`config.mk`:
```
export PLATFORM = sky130hd
export DESIGN_NAME = lift53_inv_row
export DESIGN_NICKNAME = d
export VERILOG_FILES = /design/src/rtl/lift53_pkg.sv /design/src/rtl/lift53_inv_alu.sv /design/src/rtl/lift53_inv_row.sv
export SDC_FILE = /design/constraint.sdc
export NUM_CORES = 1
export LEC_CHECK = 0
export ABC_AREA = 1
export CAP_MARGIN = 10
export CORE_AREA = 4 4 117 97
export DETAILED_ROUTE_END_ITERATION = 8
export DIE_AREA = 0 0 121 101
export PLACE_DENSITY = 0.87
export SYNTH_ARGS = -nofsm -noshare
export SYNTH_HDL_FRONTEND = slang
export SYNTH_SLANG_ARGS = --single-unit
```
`constraint.sdc`:
```
create_clock -name clk -period 5.15 [get_ports clk]
set_input_delay 1.03 -clock clk [delete_from_list [all_inputs] [get_ports clk]]
set_output_delay 1.03 -clock clk [all_outputs]
set_load 0.01 [all_outputs]
```
`src/rtl/lift53_pkg.sv`:
```
// Shared types and lifting constants for the inverse LeGall 5/3 row engine.
package lift53_pkg;

    typedef enum logic [2:0] {
        IDLE,
        RD_L,
        RD_R,
        RD_S,
        CAP,
        WR,
        DONE
    } state_t;

    typedef enum logic {
        EVEN,
        ODD
    } pass_t;

    localparam int UPD_ROUND  = 2;
    localparam int UPD_SHIFT  = 2;
    localparam int PRED_SHIFT = 1;

endpackage

```
`src/rtl/lift53_inv_alu.sv`:
```
// Combinational inverse 5/3 lifting step: undo-update on EVEN, undo-predict on ODD.
module lift53_inv_alu
    import lift53_pkg::*;
#(
    parameter int WIDTH = 16
) (
    input  logic             pass_i,
    input  logic [WIDTH-1:0] l_i,
    input  logic [WIDTH-1:0] r_i,
    input  logic [WIDTH-1:0] s_i,
    output logic [WIDTH-1:0] x_o
);

    localparam int EXT_W = WIDTH + 2;

    logic signed [EXT_W-1:0] l_ext;
    logic signed [EXT_W-1:0] r_ext;
    logic signed [EXT_W-1:0] s_ext;
    logic signed [EXT_W-1:0] sum;

    // Two guard bits keep L+R+round exact; the result wraps back to WIDTH.
    always_comb begin
        l_ext = {{2{l_i[WIDTH-1]}}, l_i};
        r_ext = {{2{r_i[WIDTH-1]}}, r_i};
        s_ext = {{2{s_i[WIDTH-1]}}, s_i};
        sum   = '0;
        x_o   = '0;
        if (pass_i == ODD) begin
            sum = l_ext + r_ext;
            x_o = WIDTH'(s_ext + (sum >>> PRED_SHIFT));
        end else begin
            sum = l_ext + r_ext + EXT_W'(UPD_ROUND);
            x_o = WIDTH'(s_ext - (sum >>> UPD_SHIFT));
        end
    end

endmodule

```
`src/rtl/lift53_inv_row.sv`:
```
// Inverse LeGall 5/3 lifting of one in-place RAM row: EVEN pass rebuilds even samples,
// ODD pass rebuilds odd samples. Five cycles per sample, all strobes registered.
//
//  state | meaning
//  IDLE  | waiting for i_start
//  RD_L  | issue read of left neighbour (mirrored at i=0)
//  RD_R  | issue read of right neighbour (mirrored at i=N-1)
//  RD_S  | issue read of the sample itself; L data returns
//  CAP   | R data returns
//  WR    | S data returns; write strobe follows on the next cycle
//  DONE  | last write issued, o_done pulses next
module lift53_inv_row
    import lift53_pkg::*;
#(
    parameter  int WIDTH  = 16,
    parameter  int DEPTH  = 64,
    localparam int ADDR_W = $clog2(DEPTH)
) (
    input  logic              clk,
    input  logic              rst,
    input  logic              i_start,
    output logic              o_busy,
    output logic              o_done,
    output logic [ADDR_W-1:0] o_Rd_Addr,
    output logic              o_Rd_En,
    input  logic              i_Rd_DV,
    input  logic [WIDTH-1:0]  i_Rd_Data,
    output logic [ADDR_W-1:0] o_Wr_Addr,
    output logic              o_Wr_DV,
    output logic [WIDTH-1:0]  o_Wr_Data
);

    localparam logic [ADDR_W-1:0] IDX_ONE       = ADDR_W'(1);
    localparam logic [ADDR_W-1:0] IDX_TWO       = ADDR_W'(2);
    localparam logic [ADDR_W-1:0] IDX_PASS_LAST = ADDR_W'(DEPTH - 2);
    localparam logic [ADDR_W-1:0] IDX_ROW_LAST  = ADDR_W'(DEPTH - 1);

    state_t state_q, state_d;
    pass_t  pass_q, pass_d;
    logic [ADDR_W-1:0] idx_q, idx_d;

    logic              busy_q;
    logic              done_q;
    logic              rd_en_q;
    logic [ADDR_W-1:0] rd_addr_q;
    logic              wr_dv_q;
    logic [ADDR_W-1:0] wr_addr_q;
    pass_t             wr_pass_q;

    logic [WIDTH-1:0]  l_q;
    logic [WIDTH-1:0]  r_q;
    logic [WIDTH-1:0]  s_q;

    logic [ADDR_W-1:0] addr_l;
    logic [ADDR_W-1:0] addr_r;
    logic [WIDTH-1:0]  alu_x;

    // Symmetric extension substitutes the address; the read itself is always issued.
    always_comb begin
        addr_l = idx_q - IDX_ONE;
        addr_r = idx_q + IDX_ONE;
        if (idx_q == '0) begin
            addr_l = IDX_ONE;
        end
        if (idx_q == IDX_ROW_LAST) begin
            addr_r = IDX_PASS_LAST;
        end
    end

    always_comb begin
        state_d = state_q;
        pass_d  = pass_q;
        idx_d   = idx_q;
        case (state_q)
            IDLE: begin
                if (i_start) begin
                    state_d = RD_L;
                    pass_d  = EVEN;
                    idx_d   = '0;
                end
            end
            RD_L: state_d = RD_R;
            RD_R: state_d = RD_S;
            RD_S: state_d = CAP;
            CAP:  state_d = WR;
            WR: begin
                if (idx_q >= IDX_PASS_LAST) begin
                    if (pass_q == EVEN) begin
                        state_d = RD_L;
                        pass_d  = ODD;
                        idx_d   = IDX_ONE;
                    end else begin
                        state_d = DONE;
                        pass_d  = EVEN;
                        idx_d   = '0;
                    end
                end else begin
                    state_d = RD_L;
                    idx_d   = idx_q + IDX_TWO;
                end
            end
            DONE:    state_d = IDLE;
            default: state_d = IDLE;
        endcase
    end

    always_ff @(posedge clk) begin
        if (rst) begin
            state_q   <= IDLE;
            pass_q    <= EVEN;
            idx_q     <= '0;
            busy_q    <= 1'b0;
            done_q    <= 1'b0;
            rd_en_q   <= 1'b0;
            rd_addr_q <= '0;
            wr_dv_q   <= 1'b0;
            wr_addr_q <= '0;
            wr_pass_q <= EVEN;
            l_q       <= '0;
            r_q       <= '0;
            s_q       <= '0;
        end else begin
            state_q <= state_d;
            pass_q  <= pass_d;
            idx_q   <= idx_d;

            // Strobes trail the state by one cycle, so busy rises the cycle after acceptance.
            busy_q  <= (state_q != IDLE) && (state_q != DONE);
            done_q  <= (state_q == DONE);
            rd_en_q <= (state_q == RD_L) || (state_q == RD_R) || (state_q == RD_S);
            wr_dv_q <= (state_q == WR);

            case (state_q)
                RD_L:    rd_addr_q <= addr_l;
                RD_R:    rd_addr_q <= addr_r;
                RD_S:    rd_addr_q <= idx_q;
                default: rd_addr_q <= rd_addr_q;
            endcase

            // Pass can flip on this same edge, so the ALU uses a copy taken with the write.
            if (state_q == WR) begin
                wr_addr_q <= idx_q;
                wr_pass_q <= pass_q;
            end

            if (i_Rd_DV) begin
                case (state_q)
                    RD_S:    l_q <= i_Rd_Data;
                    CAP:     r_q <= i_Rd_Data;
                    WR:      s_q <= i_Rd_Data;
                    default: ;
                endcase
            end
        end
    end

    lift53_inv_alu #(
        .WIDTH (WIDTH)
    ) u_alu (
        .pass_i (wr_pass_q),
        .l_i    (l_q),
        .r_i    (r_q),
        .s_i    (s_q),
        .x_o    (alu_x)
    );

    assign o_busy    = busy_q;
    assign o_done    = done_q;
    assign o_Rd_En   = rd_en_q;
    assign o_Rd_Addr = rd_addr_q;
    assign o_Wr_DV   = wr_dv_q;
    assign o_Wr_Addr = wr_addr_q;
    assign o_Wr_Data = wr_dv_q ? alu_x : '0;

endmodule

```
==> results.md, run 1 <==
* Critical register-to-register path startpoint: state_q[2]
* DRC viols at 0
* Initial DRT Pass Iterations at 7
* Routed WL per cell at 18.2 um
* Area share of the largest cell type after synthesis at about a quarter
* Post-layout power at 0.00199 W
* Clock Tree Root: clkbuf_16
* Most used cell, CP: inv_1
* Worst R2R Setup Slack at 2.06 ns
* Post-synthesis compound-gate area fraction at 14.6%
* Count leader, synth: nand2_1
* Global-route wire length before repair at approximately 33000 um
* ANT nets after route at 0
* Yosys warns at 0
* Initial Util at 58.2%
* CP delay by family, top: adder cells
* Routed WL at 22800 um
* WP data required at just over 4 ns
* Largest net degree at the start of global routing at 57
* Avg Cell Area, Syn at between 6 and 7 um2
* TritonCTS clock tree: built
* Overall die width at ~120 um
* Final period utilization at 117%
* Hold Path Stages at 2
* Seq cells post-synth at 75
* Setup violators final at 11
* Hold Crit Class: reg -> reg
* Reg-to-reg endpoint: s_q[15]
* GP Congestion at approximately 0.97
* Grt total ovfl at 0
* DR vias at around 7.6k
* Crit path arrival time at 5.00 ns
* Status: complete, but fails checks
* Startpoint Class: flop
* Sequential fraction of the synthesis area at between 20% and 30%
* Hold Path Origin: r_q[6]
* CP Class: reg -> out
* Reg2reg path depth at 5
* Post-synth cell types at 38
* Vias per cell at a little over 6
* CP Max Fanout at 5
* CP endpoint kind: output port
* Final slew viol count at 0
* # IOs at 52
* Vias in the first global route at just under 7k
* Power Density at about 240 mW/mm2
* Clock latency at the later pin of the worst-skew pair at about 0.35 ns
* Worst path max stage delay at 0.61 ns
* Synth Area in Simple Gates at 38.8%
* Port bufs at 51
* Synth top cells by count: nand2_1 (263), inv_1 (108), a21oi_1 (93)
* Gr usage total at between 30% and 40%
* CP startpoint: r_q[0]
* Hold EP: r_q[6]
* Post-Synth Adder-Cell Area at ~9%
* Syn-to-layout area delta at 38.3%
* P_leak at approximately 3.9 nW
* Tmin final at around 6 ns
* Initial DRC Count at 1152
* Failing checks: negative setup slack
* Initial antenna violation count at 0
* Core area at between 0.01 and 0.015 mm2
* Die Span Y at 101 um
* Post-synthesis async set-or-reset flop share at 0%
* Hold WS at about 0.47 ns
* Final Hold Viols at 0
* Synthesized Nets at between 900 and 1k
* # diodes at 0
* Synth Area in XOR/XNOR at between 2 and 2.5%
* Layout cells sized above 1 at between 20% and 30%
* Max clock buf depth at 2
* Synthesized area at slightly below 0.006 mm2
* Worst Path Buf+Inv at 8
* Worst Skew at ~0.014 ns
* Die area at approximately 0.012 mm2
* Max-cap violation count at 0
* Clk sink count at 75
* Biggest area consumer among synthesized cells: dfxtp_1
* Post-synth EDFFs at 0
* Maximum vdd drop at approximately 0.26 mV
* RSZ-0062 raised after global routing: true
* Slew margin rel. at between 10% and 20%
* Num rows at 33
* Synth top area cells: dfxtp_1 (26%), nand2_1 (17%), ha_1 (8.3%)
* Critical path's slowest cell: fa_2
* Reg clk slew, reported paths at about 0.070 ns
* Fmax at between 150 and 200 MHz
* Post-synthesis cell count at between 900 and 1k
* Prevailing post-synth register cell: dfxtp_1
* Mux cell area share after synthesis at 0%
* Num CTS Buffers at 9
* Dpl hpwl at 13200 um
* Largest family of logic cells by synthesized area: simple AND/OR/NAND/NOR gates
* # H-tree levels at 3
* Total Nets Final at between 1k and 1.5k
* Worst slew pin tran at about 1.2 ns
* Setup WS post-layout at -0.878 ns
## registers in the layout, indices dropped and copies added (netlist names), 3 cells and up
signal     flops
s_q           16
l_q           16
r_q           16
o_Wr_Addr      6
state_q        3
o_Rd_Addr      6
idx_q          6
## cells by family (layout without fill, tap and decap cells)
kind of cell | after synthesis | count (layout)
compound gates | 162 | 162
xor+xnor | 14 | 14
fa+ha+maj | 41 | 41
buf+inv | 154 | 329
flops | 75 | 75
simple gates | 492 | 492
## cell type report
type                       instances  area (um2)
sequential                        75        1510
clock buffer                      10         239
multi-input combinational        709        4170
clock inverter                     6        71.3
tap                              140         175
inverter                         125         470
fill                             592        1980
timing repair buffer             188        1510
## metrics by stage
step | std cells | utilization [%] | TNS [ns] | worst slack, ns | area [um2]
2_1_floorplan | 938 | - | 0 | 0.308 | 5880
3_3_place_gp | 1198 | 71.2 | -1.01 | -0.276 | 7200
3_5_place_dp | 1198 | 71.2 | -1.85 | -0.449 | 7200
4_1_cts | 1243 | 77.2 | -1.16 | -0.294 | 7810
5_1_grt | 1253 | 80.4 | -6.60 | -1.04 | 8140
6_report | 1253 | 80.4 | -5.55 | -0.878 | 8140
## metal layers
layer  part of all wire (%)  vias up  track usage (%)
li1                       -     3405                -
met4                    8.1        0             16.5
met2                     44      593             54.0
met5                      0        -                0
met1                     37     3392             40.4
met3                     11      213             8.08
## layout by cell type, fill, tap and decap left out, drive strengths merged
| cell type | n |
|---|---|
| xor2 | 12 |
| clkdlybuf4s50 | 37 |
| nand4 | 15 |
| o21bai | 3 |
| nand3b | 2 |
| dlygate4sd2 | 1 |
| o21ai | 46 |
| clkinv | 2 |
| clkdlybuf4s15 | 1 |
| o211ai | 1 |
| nor3 | 14 |
| and2 | 3 |
| nor2 | 78 |
| a31oi | 6 |
| xnor2 | 2 |
| dlymetal6s2s | 2 |
| nand2 | 283 |
| inv | 126 |
| ha | 39 |
| a221oi | 2 |
| buf | 145 |
| nand3 | 96 |
| a211oi | 2 |
| nor4 | 1 |
| clkinvlp | 2 |
| clkbuf | 12 |
| fa | 2 |
| bufinv | 1 |
| o31ai | 2 |
| o22ai | 5 |
| a21oi | 93 |
| o221ai | 2 |
| dfxtp | 75 |
## worst max-delay path by stage
stage | depth (start not counted) | slack (ns) | endpoint
after global placement | 27 | -0.28 | o_Wr_Data[14]
after CTS | 30 | -0.29 | o_Wr_Data[14]
after detailed placement | 27 | -0.45 | o_Wr_Data[14]
after floorplan | 26 | 0.31 | o_Wr_Data[14]
final | 27 | -0.88 | o_Wr_Data[14]
after global routing | 28 | -1.04 | o_Wr_Data[14]
## report_power, final
| part | total [W] | internal, W | switching, W |
|---|---|---|---|
| clock network | 0.000657 | 0.000393 | 0.000265 |
| logic | 0.000705 | 0.000288 | 0.000416 |
| registers | 0.000628 | 0.000608 | 0.0000195 |
## tightest hold or removal path: stages, from the launching register on
cell and delay, ns:
dfxtp_1 0.31, nand2_1 0.06, a21oi_1 0.05
## timing repair
item | 4_1_cts | 5_1_grt
endpoints found under the setup margin | 12 | 13
pin swaps | 30 | 49
resized for setup | 70 | 76
hold buffers | 0 | 0
buffers inserted | 29 | 10
No activity file was read; power rests on OpenSTA's default activity.
==> inputs of run 2 (changes only) <==
--- a/config.mk
+++ b/config.mk
@@ -8,6 +8,7 @@
 export ABC_AREA = 1
 export CAP_MARGIN = 10
 export CORE_AREA = 4 4 117 97
+export CTS_BUF_LIST = sky130_fd_sc_hd__clkbuf_4 sky130_fd_sc_hd__clkbuf_8 sky130_fd_sc_hd__clkbuf_16
 export DETAILED_ROUTE_END_ITERATION = 8
 export DIE_AREA = 0 0 121 101
 export PLACE_DENSITY = 0.87
==> results of run 2 <==
The final DEF is identical to that of run 1; final timing and power are the same.
